===== config.mk =====
export PLATFORM = sky130hd
export DESIGN_NAME = hazard_ctrl_pipe
export DESIGN_NICKNAME = d
export VERILOG_FILES = /design/src/rtl/hazard_pkg.sv /design/src/rtl/hazard_shadow_stage.sv /design/src/rtl/hazard_ctrl_pipe.sv
export SDC_FILE = /design/constraint.sdc
export NUM_CORES = 1
export LEC_CHECK = 0
export BUFFER_PORTS_ARGS = -buffer_cell sky130_fd_sc_hd__buf_2
export CAP_MARGIN = 20
export CORE_UTILIZATION = 37
export CTS_CLUSTER_SIZE = 30
export DETAILED_ROUTE_END_ITERATION = 8
export PLACE_DENSITY = 0.68
export SYNTH_ARGS = -nofsm -noshare
export SYNTH_HDL_FRONTEND = slang
export SYNTH_SLANG_ARGS = --single-unit

===== constraint.sdc =====
create_clock -name clk -period 3.6 [get_ports clk]
set_input_delay 0.36 -clock clk [delete_from_list [all_inputs] [get_ports clk]]
set_output_delay 0.36 -clock clk [all_outputs]
set_load 0.02 [all_outputs]

===== src/rtl/hazard_pkg.sv =====
// Shared encodings and shadow-entry type for the ID-resolved hazard controller.
// Optype encodings match the control unit's hazard_optype field.
package hazard_pkg;

    // Destination width carried by a shadow entry; the top's REG_AW must equal this.
    localparam int SHADOW_RD_W = 5;

    typedef enum logic [1:0] {
        OPT_NONE = 2'd0,
        OPT_ALU  = 2'd1,
        OPT_LOAD = 2'd2,
        OPT_LONG = 2'd3
    } opt_e;

    typedef enum logic [1:0] {
        FWD_RF    = 2'd0,
        FWD_EXMEM = 2'd1,
        FWD_MEMWB = 2'd2,
        FWD_WB    = 2'd3
    } fwd_e;

    typedef enum logic {
        ST_IDLE = 1'b0,
        ST_BUSY = 1'b1
    } lat_state_e;

    typedef struct packed {
        logic                   v;
        logic [SHADOW_RD_W-1:0] rd;
        opt_e                   opt;
    } shadow_t;

    // x0 is hardwired, so it never creates a dependency.
    function automatic logic src_match(shadow_t e, logic [SHADOW_RD_W-1:0] rs, logic rs_use);
        return e.v && (e.rd == rs) && (rs != '0) && rs_use;
    endfunction

    // Youngest producer wins; a LOAD in EX cannot forward and is covered by the stall.
    function automatic fwd_e fwd_pick(logic m_ex, logic ex_alu, logic m_mem, logic m_wb);
        if (m_ex && ex_alu) return FWD_EXMEM;
        else if (m_mem)     return FWD_MEMWB;
        else if (m_wb)      return FWD_WB;
        else                return FWD_RF;
    endfunction

endpackage


===== src/rtl/hazard_shadow_stage.sv =====
// One shadow pipeline slot {v, rd, opt}: holds when frozen, loads an empty entry on bubble.
module hazard_shadow_stage
    import hazard_pkg::*;
(
    input  logic    clk,
    input  logic    rst_n,
    input  logic    hold,
    input  logic    bubble,
    input  shadow_t d,
    output shadow_t q
);

    always_ff @(posedge clk or negedge rst_n) begin
        if (!rst_n) begin
            q <= '0;
        end else if (!hold) begin
            q <= bubble ? shadow_t'('0) : d;
        end
    end

endmodule


===== src/rtl/hazard_ctrl_pipe.sv =====
// Hazard controller for the 5-stage core: shadow EX/MEM/WB destinations, load-use stall,
// branch flush, forwarding selects and a long-op hold FSM with a sticky watchdog.
//
// state   | meaning
// --------+-------------------------------------------------------------
// ST_IDLE | pipeline flowing; load-use stall and branch flush allowed
// ST_BUSY | long op sitting in EX; everything frozen until mdu_done
module hazard_ctrl_pipe
    import hazard_pkg::*;
#(
    parameter int REG_AW  = 5,
    parameter int OPT_W   = 2,
    parameter int MAX_LAT = 64,
    parameter int CNT_W   = 7
) (
    input  logic              clk,
    input  logic              rst_n,
    input  logic              id_valid,
    input  logic [REG_AW-1:0] id_rs1,
    input  logic [REG_AW-1:0] id_rs2,
    input  logic              id_rs1use,
    input  logic              id_rs2use,
    input  logic [REG_AW-1:0] id_rd,
    input  logic              id_regwrite,
    input  logic [OPT_W-1:0]  id_optype,
    input  logic              branch_taken,
    input  logic              mdu_done,
    output logic              stall_pc,
    output logic              stall_ifid,
    output logic              flush_ifid,
    output logic              bubble_idex,
    output logic              hold_back,
    output logic [1:0]        fwd_rs1,
    output logic [1:0]        fwd_rs2,
    output logic              wd_err
);

    localparam logic [CNT_W-1:0] CNT_MAX = CNT_W'(MAX_LAT);

    lat_state_e       state_q, state_d;
    logic [CNT_W-1:0] cnt_q, cnt_d;
    logic             wd_q, wd_d;

    shadow_t id_entry, ex_q, ex_eff, mem_q, wb_q;
    logic    busy, done_now, held, lu_stall, id_long;
    logic    m_ex1, m_ex2, m_mem1, m_mem2, m_wb1, m_wb2;

    // The LONG optype is kept even for non-writing ops so the FSM still sees it in EX.
    always_comb begin
        id_entry     = '0;
        id_entry.v   = id_valid & id_regwrite & (id_rd != '0);
        id_entry.rd  = id_rd;
        id_entry.opt = id_valid ? opt_e'(id_optype) : OPT_NONE;
    end

    assign busy     = (state_q == ST_BUSY);
    assign done_now = busy & mdu_done;
    assign held     = busy & ~mdu_done;
    assign id_long  = id_valid & (opt_e'(id_optype) == OPT_LONG);

    // On mdu_done the long result is ready in EX, so it forwards and travels on as an ALU result.
    always_comb begin
        ex_eff = ex_q;
        if (done_now) ex_eff.opt = OPT_ALU;
    end

    assign m_ex1  = src_match(ex_eff, id_rs1, id_rs1use);
    assign m_ex2  = src_match(ex_eff, id_rs2, id_rs2use);
    assign m_mem1 = src_match(mem_q,  id_rs1, id_rs1use);
    assign m_mem2 = src_match(mem_q,  id_rs2, id_rs2use);
    assign m_wb1  = src_match(wb_q,   id_rs1, id_rs1use);
    assign m_wb2  = src_match(wb_q,   id_rs2, id_rs2use);

    assign lu_stall = ~held & (ex_eff.opt == OPT_LOAD) & (m_ex1 | m_ex2);

    hazard_shadow_stage u_ex (
        .clk    (clk),
        .rst_n  (rst_n),
        .hold   (held),
        .bubble (lu_stall),
        .d      (id_entry),
        .q      (ex_q)
    );

    hazard_shadow_stage u_mem (
        .clk    (clk),
        .rst_n  (rst_n),
        .hold   (held),
        .bubble (1'b0),
        .d      (ex_eff),
        .q      (mem_q)
    );

    hazard_shadow_stage u_wb (
        .clk    (clk),
        .rst_n  (rst_n),
        .hold   (held),
        .bubble (1'b0),
        .d      (mem_q),
        .q      (wb_q)
    );

    always_ff @(posedge clk or negedge rst_n) begin
        if (!rst_n) begin
            state_q <= ST_IDLE;
            cnt_q   <= '0;
            wd_q    <= 1'b0;
        end else begin
            state_q <= state_d;
            cnt_q   <= cnt_d;
            wd_q    <= wd_d;
        end
    end

    always_comb begin
        state_d     = state_q;
        cnt_d       = '0;
        stall_pc    = 1'b0;
        stall_ifid  = 1'b0;
        bubble_idex = 1'b0;
        hold_back   = 1'b0;
        flush_ifid  = 1'b0;
        fwd_rs1     = FWD_RF;
        fwd_rs2     = FWD_RF;

        case (state_q)
            ST_IDLE: begin
                if (id_long && !lu_stall) state_d = ST_BUSY;
            end
            ST_BUSY: begin
                if (mdu_done) begin
                    // A LONG op already waiting in ID enters EX on this edge and holds again.
                    state_d = (id_long && !lu_stall) ? ST_BUSY : ST_IDLE;
                end else if (cnt_q != CNT_MAX) begin
                    cnt_d = cnt_q + CNT_W'(1);
                end else begin
                    cnt_d = cnt_q;
                end
            end
            default: state_d = ST_IDLE;
        endcase

        hold_back   = held;
        stall_pc    = held | lu_stall;
        stall_ifid  = held | lu_stall;
        bubble_idex = lu_stall;
        flush_ifid  = branch_taken & id_valid & ~lu_stall & ~busy;
        fwd_rs1     = fwd_pick(m_ex1, ex_eff.opt == OPT_ALU, m_mem1, m_wb1);
        fwd_rs2     = fwd_pick(m_ex2, ex_eff.opt == OPT_ALU, m_mem2, m_wb2);
    end

    assign wd_d   = wd_q | (cnt_d == CNT_MAX);
    assign wd_err = wd_q;

endmodule


==> flow_summary.yaml, run 1 <==
timing:
  tns_ns: 0
  worst_pin_slew_ns: 0.627
  post-route-period-util_pct: 74.3
  fin_worst_skew_ns: 0.00231
  slew_violations: 0
  fmaxAchievable_mhz: 374
  setup_viol_count_final: 0
  rsz0062_at_grt: "false"
  hold_viol_final: 0
  period_minus_slack_ns: 2.68
  slew-limit-headroom_pct: 58.2
setup_path:
  path_buf_inv: 2
  cpPeakStageDelay_ns: 0.44
  path_max_fanout: 12
  worstSetupPathType: "flip-flop to primary output"
  path_cells: "xor2_1 -> nor4_2 -> nand4b_1 -> a2111oi_2 -> buf_4 -> or2_2 -> buf_2"
  cp-start-kind: "flip-flop"
  crit_required_ns: 3.24
  crit_arrival_ns: 2.32
  cp_top_family: "simple AND/OR/NAND/NOR gates"
  critPathSlowestCell: "dfrtp_1"
  critPathCaptureType: "primary output"
yosys:
  syn-instance-count: 203
  yosysUniqueCellTypes: 34
  netlist.area_leader.share_pct: 40.8
  synth_area_sq_um: 1780
  yosysWarnings: 0
  ys_seq_area_share_pct: 40.8
  synth-seq-cells: 29
  yosysTopAreaCell: "dfrtp_1"
  synth_nets: 230
  avgSynthCellArea_sq_um: 8.77
  yosys-top-cells-area: "dfrtp_1 41%, nand2_1 11%, xor2_1 8.9%, xnor2_1 8.4%, nor2_1 3.0%"
clocking:
  root_buffer: "clkbuf_8"
  cts_made_buffers: 5
  cts_buffer_depth: 2
  post_cts_resized: 0
  cts_setup_buffers: 0
  cts_hold_buf: 0
  cts_sinks: 29
  clkLatencyLatePin_ns: 0.28
  ctsHtreeMaxLevel: 2
  cts.clk_slew.worst_paths_ns: 0.06
  tritoncts: "done"
route:
  routed_wl_um: 3800
  drt-vias-per-instance: 5.07
  remaining_drc_errors: 5
  routedWlPerCell_um: 13.0
  first_pass_iters: 6
  ant_nets: 0
  drtIter0Drc: 111
  via_count: 1480
floorplan:
  die_area_sq_um: 5090
  initial_core_util_pct: 39.8
  core.rowCount: 24
  ioPinCount: 35
  chipWidth_um: 71.4
  die_h_um: 71.4
  fp.coreArea_sq_um: 4470
grt:
  antenna_found_initial: 0
  overflow: 0
  grt_pass1_vias: 1422
  grt_pass1_wl_um: 6690
  grt_max_degree: 30
  grt_usage_pct: 17.0
power_and_ir_drop:
  swShare_pct: 26.2
  p_leak_nw: 0.966
  combPwrFrac_pct: 15.5
  seqPwrFrac_pct: 44.4
  irDropWorstVdd_v: 0.000198
  clkPwrFrac_pct: 40.1
  total_power_uw: 865
  intPower_uw: 638
  power.net_switching_uw: 227
  p_per_area_nw_per_um2: 412
finish:
  final_nets: 266
  final_area_sq_um: 2100
  synthToLayoutAreaGrowth_pct: 17.8
  fillers: 457
  drive_above_1_share_pct: 24.2
  n_antenna_cell: 0
place:
  numPortBuffers: 34
  dpl.hpwl_um: 2780
  place.gp.congestion: 0.901
  postPlaceCellArea_sq_um: 1980
job:
  cap_violations: 0
outcome:
  status: "finished, violations left"
  violations: "design-rule violations"
min_path:
  hold_path.class: "primary input to async pin"
==> logic make-up after synthesis <==
kind of cell / after synthesis / synth area share, %
AND/OR/NAND/NOR: 98 / 25.4
XOR/XNOR: 35 / 17.2
flip-flops: 29 / 40.8
AO/OA/AOI/OAI: 24 / 10.5
buffers and inverters: 15 / 4.64
adder cells (fa/ha/maj): 2 / 1.41
==> cells in the final DEF, fill, tap and decap left out, types with 4 or more instances in the layout <==
cell type and count:
nand2_1 53, buf_2 34, dfrtp_1 29, xor2_1 18, xnor2_1 17, nor2_1 14
inv_1 7, nand3_1 7, o21ai_2 6, clkbuf_8 6, nand4_1 4, nor3_1 4
a21oi_1 4
==> state kept, by name, summed over array words and instances (netlist names) <==
signal,count
busy,1
cnt_q,7
u_ex.q,8
u_mem.q,6
u_wb.q,6
wd_err,1
==> power by group through the flow <==
stage | registers [mW] | clock network, mW | logic [mW]
2_1_floorplan | 0.382 | 0 | 0.0925
3_3_place_gp | 0.389 | 0 | 0.134
3_5_place_dp | 0.390 | 0 | 0.134
4_1_cts | 0.384 | 0.357 | 0.136
5_1_grt | 0.388 | 0.371 | 0.153
6_report | 0.384 | 0.347 | 0.134
==> worst paths after layout <==
kind	from	end	slack [ns]	cells after the start
worst min register to register	wd_err	wd_err	0.46	2
max in group asynchronous	rst_n	u_wb.q[3]	3.09	1
worst min-delay path	rst_n	u_wb.q[2]	0.1	1
worst max register to register	u_ex.q[3]	u_ex.q[0]	1.62	6
worst max-delay path	u_ex.q[3]	stall_ifid	0.92	7
min in group clk	id_rd[2]	u_ex.q[4]	0.33	3
==> metrics by stage <==
step	std cells	hold slack, ns	setup WS (ns)	util (%)
floorplan	203	0.0644	1.38	-
global placement	284	0.428	1.04	44.3
detailed placement	284	0.424	1.02	44.3
CTS	292	0.123	0.914	46.9
global route	292	0.172	0.767	46.9
finish	292	0.0958	0.924	46.9
==> routing by layer <==
layer / global-route usage [%] / wire length, um / part of all wire [%]
met2: 24.4 / 1530 / 40
met4: 6.67 / 48 / 1.3
met3: 3.52 / 192 / 5.1
met5: 0 / 0 / 0
met1: 24.9 / 2030 / 53
==> cells in the mapped netlist, drive strengths merged <==
cell type,instances
buf,4
o21ai,10
o21ba,1
or3,1
nand4,4
nor2,14
dfrtp,29
a2111oi,1
xor2,18
nand3,7
a21oi,4
nand2,53
or4,3
o21a,1
xnor2,17
nand2b,1
o31ai,1
o41ai,2
o22ai,1
ha,2
or2,3
nand4b,2
and3b,1
nor3,5
nor4,4
inv,7
o2111ai,2
clkbuf,4
a22oi,1
==> worst register-to-register path, cell delays in order (launching register included) <==
cell       delay [ns]
dfrtp_1          0.44
xor2_1           0.21
nor4_2           0.26
nand4b_1         0.17
a2111oi_2        0.37
buf_4            0.28
o21ai_0          0.12
==> layout make-up <==
| cell class | count | area [sq um] | share of cell area, % |
|---|---|---|---|
| flip-flops and latches | 29 | 726 | 34.6 |
| well taps | 52 | 65.1 | 3.10 |
| repair buffers | 37 | 193 | 9.18 |
| clock buffers | 7 | 86.3 | 4.11 |
| inverters | 7 | 26.3 | 1.25 |
| multi-input cells | 159 | 972 | 46.3 |
| clock inverters | 1 | 30.0 | 1.43 |
No activity file was read; power rests on OpenSTA's default activity.
==> inputs of run 2 (changes only) <==
Clock period 3.6 ns to 2.6 ns, I/O delays scaled along.
==> run 2 against run 1 <==
  * The run ends with design-rule violations, negative hold slack left
  * Via count rose by 3.4%
  * Register-to-register slack got worse by 1.2 ns
  * Worst hold slack got worse by 0.10 ns
  * Sequential share of layout area fell by 0.35 points
  * First-iteration DRC count fell by 14%
  * Wire length rose by 2.5%
  * Die area did not move
  * Critical path type unchanged
  * Critical endpoint is now stall_pc
==> flow_summary.yaml, run 2 (synthesized netlist as in run 1, its figures left out) <==
timing:
  worst_pin_slew_ns: 0.645
  fin_ws_ns: 0.139
  rsz0062_at_grt: "false"
  post-route-period-util_pct: 94.7
  tns_ns: 0
  hold_viol_final: 13
  fin_worst_skew_ns: 0.00793
  setup_viol_count_final: 0
  fmaxAchievable_mhz: 406
  fin_hold_ws_ns: -0.00758
  slew_violations: 0
  slew-limit-headroom_pct: 57.0
  period_minus_slack_ns: 2.46
floorplan:
  die_area_sq_um: 5090
  chipWidth_um: 71.4
  die_h_um: 71.4
  initial_core_util_pct: 39.8
  fp.coreArea_sq_um: 4470
  core.rowCount: 24
  ioPinCount: 35
outcome:
  status: "finished, violations left"
  violations: "design-rule violations, negative hold slack"
setup_path:
  path_cells: "xor2_1 -> nor4_2 -> nand4b_1 -> a2111oi_2 -> buf_4 -> or2_2 -> buf_2"
  cp-start-kind: "flip-flop"
  crit_arrival_ns: 2.20
  cp.depth: 7
  worstSetupPathType: "flip-flop to primary output"
  critPathCaptureType: "primary output"
  cp_top_family: "simple AND/OR/NAND/NOR gates"
  r2r_cells: 9
  crit_required_ns: 2.34
  path_max_fanout: 6
  critPathSlowestCell: "dfrtp_1"
  cpPeakStageDelay_ns: 0.43
  path_buf_inv: 2
route:
  drtIter0Drc: 96
  first_pass_iters: 6
  via_count: 1531
  remaining_drc_errors: 5
  routedWlPerCell_um: 13.1
  drt-vias-per-instance: 5.14
  routed_wl_um: 3890
  ant_nets: 0
grt:
  overflow: 0
  antenna_found_initial: 0
  grt_pass1_wl_um: 6670
  grt_max_degree: 30
  grt_usage_pct: 17.1
  grt_pass1_vias: 1441
clocking:
  cts_buffer_depth: 2
  cts_sinks: 29
  cts.clk_slew.worst_paths_ns: 0.07
  ctsHtreeMaxLevel: 2
  cts_made_buffers: 5
  tritoncts: "done"
  cts_hold_buf: 0
  clkLatencyLatePin_ns: 0.28
  root_buffer: "clkbuf_8"
finish:
  synthToLayoutAreaGrowth_pct: 19.0
  final_common_cell: "nand2_1"
  final_cell_mix: "53 x nand2_1, 34 x buf_2, 29 x dfrtp_1"
  top_regs: "u_ex.q x8, cnt_q x7"
  n_antenna_cell: 0
  fillers: 449
  drive_above_1_share_pct: 26.8
  final_nets: 272
  largest-register: "u_ex.q"
  largest_register_ffs: 8
  fin_util_pct: 47.4
  final_area_sq_um: 2120
place:
  dp_slack_ns: 0.242
  dpl.hpwl_um: 2910
  place.gp.congestion: 0.864
  numPortBuffers: 34
  postPlaceCellArea_sq_um: 1990
power_and_ir_drop:
  total_power_mw: 1.09
  p_leak_nw: 0.984
  p_per_area_nw_per_um2: 513
  irDropWorstVdd_v: 0.000361
min_path:
  hold_path.class: "primary input to async pin"
job:
  cap_violations: 0
[run 2: per-stage QoR]
| stage | hold slack [ns] | instances |
|---|---|---|
| finish | -0.00758 | 298 |
| global route | 0.0565 | 298 |
| CTS | 0.0198 | 293 |
| detailed placement | 0.332 | 285 |
| global placement | 0.323 | 285 |
| floorplan | -0.0356 | 203 |
[run 2: final timing paths]
kind | end | startpoint | slack, ns
setup / recovery | stall_pc | u_ex.q[3] | 0.14
hold reg to reg | wd_err | wd_err | 0.46
max in group asynchronous | cnt_q[5] | rst_n | 2.18
hold / removal | u_wb.q[6] | rst_n | -0.008
min in group clk | u_ex.q[6] | id_rd[4] | 0.23
setup reg to reg | u_ex.q[7] | u_ex.q[3] | 0.42
[run 2: cell type report]
cell class	instances	area [sq um]	share of cell area (%)
Multi-Input combinational cell	159	978	46.2
Sequential cell	29	726	34.2
Timing Repair Buffer	43	238	11.2
Clock buffer	5	68.8	3.25
Tap cell	52	65.1	3.07
Inverter	7	26.3	1.24
Clock inverter	3	17.5	0.826
[run 2: where the power goes]
group | total, mW | internal, mW | switching (mW)
Combinational | 0.189 | 0.0871 | 0.102
Clock | 0.366 | 0.184 | 0.182
Sequential | 0.532 | 0.486 | 0.0461
[run 2: routing by layer]
| metal | GRT usage, % | vias to the layer above | part of all wire (%) |
|---|---|---|---|
| li1 | - | 767 | - |
| met1 | 23.4 | 712 | 49 |
| met2 | 26.2 | 49 | 43 |
| met3 | 5.06 | 3 | 6.5 |
| met4 | 4.89 | 0 | 0.77 |
| met5 | 0 | - | 0 |
[run 2: timing repair]
item / CTS / global route
gates resized for setup: 0 / 1
setup endpoints to repair: 0 / 3
buffers inserted: 0 / 5
==> inputs of run 3 (changes only) <==
Settings changed: CELL_PAD_IN_SITES_DETAIL_PLACEMENT set to 1, CELL_PAD_IN_SITES_GLOBAL_PLACEMENT set to 1, CORE_UTILIZATION 37 to 41, PLACE_DENSITY 0.68 to 0.9.
==> run 3 against run 2 <==
  * The flow now finishes without violations
  * Sequential share of layout area down 0.79 points
  * Sequential cell count unchanged
  * Critical endpoint is now stall_ifid
  * First-iteration DRC count up 18%
  * Combinational power up 6%
  * Highest routed layer unchanged
  * Utilization up 5.8 points
  * Die area down 9.5%
  * Clock skew down 0.0041 ns
  * Design area up 2.5%
==> flow_summary.yaml, run 3 (synthesized netlist as in run 1, its figures left out) <==
setup_path:
  cp-start-kind: "flip-flop"
  critPathCaptureType: "primary output"
  path_cells: "xor2_1 -> nor4_2 -> nand4b_1 -> a2111oi_4 -> buf_12 -> or2_2 -> buf_2"
  path_max_fanout: 7
  cpPeakStageDelay_ns: 0.44
  path_buf_inv: 2
  crit_arrival_ns: 2.28
  critPathSlowestCell: "dfrtp_2"
  crit_required_ns: 2.34
  worstSetupPathType: "flip-flop to primary output"
  cp_top_family: "simple AND/OR/NAND/NOR gates"
grt:
  antenna_found_initial: 0
  grt_max_degree: 30
  globalRouteMet2Util_pct: 39.1
  use_met3_pct: 6.17
  grt_use_met1_pct: 27.9
  grt_pass1_vias: 1694
  grt_pass1_wl_um: 7760
  overflow: 0
  gr-max-usage-layer: "met2"
  grt_usage_pct: 23.4
job:
  cap_violations: 0
timing:
  setup_viol_count_final: 0
  fin_worst_skew_ns: 0.00386
  slew-limit-headroom_pct: 55.3
  period_minus_slack_ns: 2.54
  worst_pin_slew_ns: 0.670
  rsz0062_at_grt: "true"
  hold_viol_final: 0
  slew_violations: 0
  fmaxAchievable_mhz: 394
  post-route-period-util_pct: 97.6
power_and_ir_drop:
  irDropWorstVdd_v: 0.000246
  p_leak_nw: 0.999
  total_power_mw: 1.22
  p_per_area_nw_per_um2: 563
finish:
  final_cell_mix: "53 x nand2_1, 34 x buf_2, 28 x dfrtp_1"
  largest-register: "u_ex.q"
  final_common_cell: "nand2_1"
  final_nets: 272
  synthToLayoutAreaGrowth_pct: 22.1
  drive_above_1_share_pct: 26.8
  top_regs: "u_ex.q x8, cnt_q x7"
  largest_register_ffs: 8
  n_antenna_cell: 0
  fin_util_pct: 53.2
clocking:
  cts_buffer_depth: 2
  ctsHtreeMaxLevel: 2
  cts_made_buffers: 5
  clkLatencyLatePin_ns: 0.29
  cts_sinks: 29
  tritoncts: "done"
  root_buffer: "clkbuf_8"
  cts.clk_slew.worst_paths_ns: 0.07
place:
  numPortBuffers: 34
  place.gp.congestion: 0.850
  dpl.hpwl_um: 3360
route:
  remaining_drc_errors: 0
  drtIter0Drc: 113
  drt-vias-per-instance: 5.35
  routed_wl_um: 4770
  routedWlPerCell_um: 16.1
  ant_nets: 0
  first_pass_iters: 4
  via_count: 1583
floorplan:
  chipWidth_um: 67.9
  die_h_um: 67.9
  core.rowCount: 23
  ioPinCount: 35
  initial_core_util_pct: 43.6
  die_area_sq_um: 4610
  fp.coreArea_sq_um: 4090
min_path:
  hold_path.class: "primary input to async pin"
outcome:
  status: "completed"
run 3: cell types whose count changed in the layout (fill, tap and decap cells not counted):
cell | before | now
clkbuf_8 | 5 | 6
buf_12 | 0 | 1
bufinv_16 | 0 | 1
clkinvlp_4 | 1 | 0
a2111oi_4 | 0 | 1
a2111oi_2 | 1 | 0
clkinv_2 | 2 | 0
dfrtp_1 | 29 | 28
clkbuf_1 | 0 | 1
dfrtp_2 | 0 | 1
buf_4 | 9 | 8
run 3: per-stage QoR:
| step | instances | cell area [sq um] | setup slack (ns) | hold WS (ns) | setup TNS [ns] |
|---|---|---|---|---|---|
| final | 296 | 2170 | 0.0632 | 0.00698 | 0 |
| after global routing | 296 | 2170 | -0.0203 | 0.0579 | -0.0402 |
| after CTS | 294 | 2150 | 0.0290 | 0.0242 | 0 |
| after detailed placement | 282 | 1990 | 0.251 | 0.336 | 0 |
| after global placement | 282 | 1990 | 0.246 | 0.320 | 0 |
| after floorplan | 203 | 1780 | 0.507 | -0.0356 | 0 |
run 3: timing repair:
action | in CTS | in global routing
hold buffers | 0 | 0
buffers inserted | 4 | 2
endpoints found under the setup margin | 3 | 4
resized for setup | 1 | 2
pin swaps | 3 | 3
run 3: per-layer routing:
layer | vias up | wire, um
li1 | 763 | -
met1 | 770 | 2130
met2 | 40 | 2340
met3 | 10 | 205
met4 | 0 | 93
met5 | - | 0
run 3: power breakdown:
group          switching [mW]  total (mW)  internal (mW)
Combinational           0.111       0.201         0.0897
Clock                   0.177       0.489          0.312
Sequential             0.0473       0.534          0.487
run 3: area by class of cell:
class | instances | area, sq um
Tap cell | 50 | 62.6
Inverter | 7 | 26.3
Sequential cell | 29 | 727
Fill cell | 492 | 1910
Clock inverter | 1 | 30.0
Clock buffer | 7 | 86.3
Timing Repair Buffer | 43 | 250
Multi-Input combinational cell | 159 | 991
run 3: worst reg2reg max path, delay by kind of cell, from the launching register on:
| kind | cells | cell delay, ns |
|---|---|---|
| AND/OR/NAND/NOR | 2 | 0.49 |
| XOR/XNOR | 1 | 0.20 |
| buffers and inverters | 2 | 0.31 |
| flip-flops | 1 | 0.44 |
| AO/OA/AOI/OAI | 2 | 0.52 |
run 3: worst paths after layout:
path,startpoint,end,slack (ns),cells after the start
worst min register to register,wd_err,wd_err,0.47,2
min in group clk,id_rd[1],u_ex.q[3],0.22,3
worst min-delay path,rst_n,u_wb.q[6],0.007,1
worst max register to register,u_ex.q[3],u_ex.q[1],0.51,7
max in group asynchronous,rst_n,u_ex.q[3],2.12,1
worst max-delay path,u_ex.q[3],stall_ifid,0.06,7
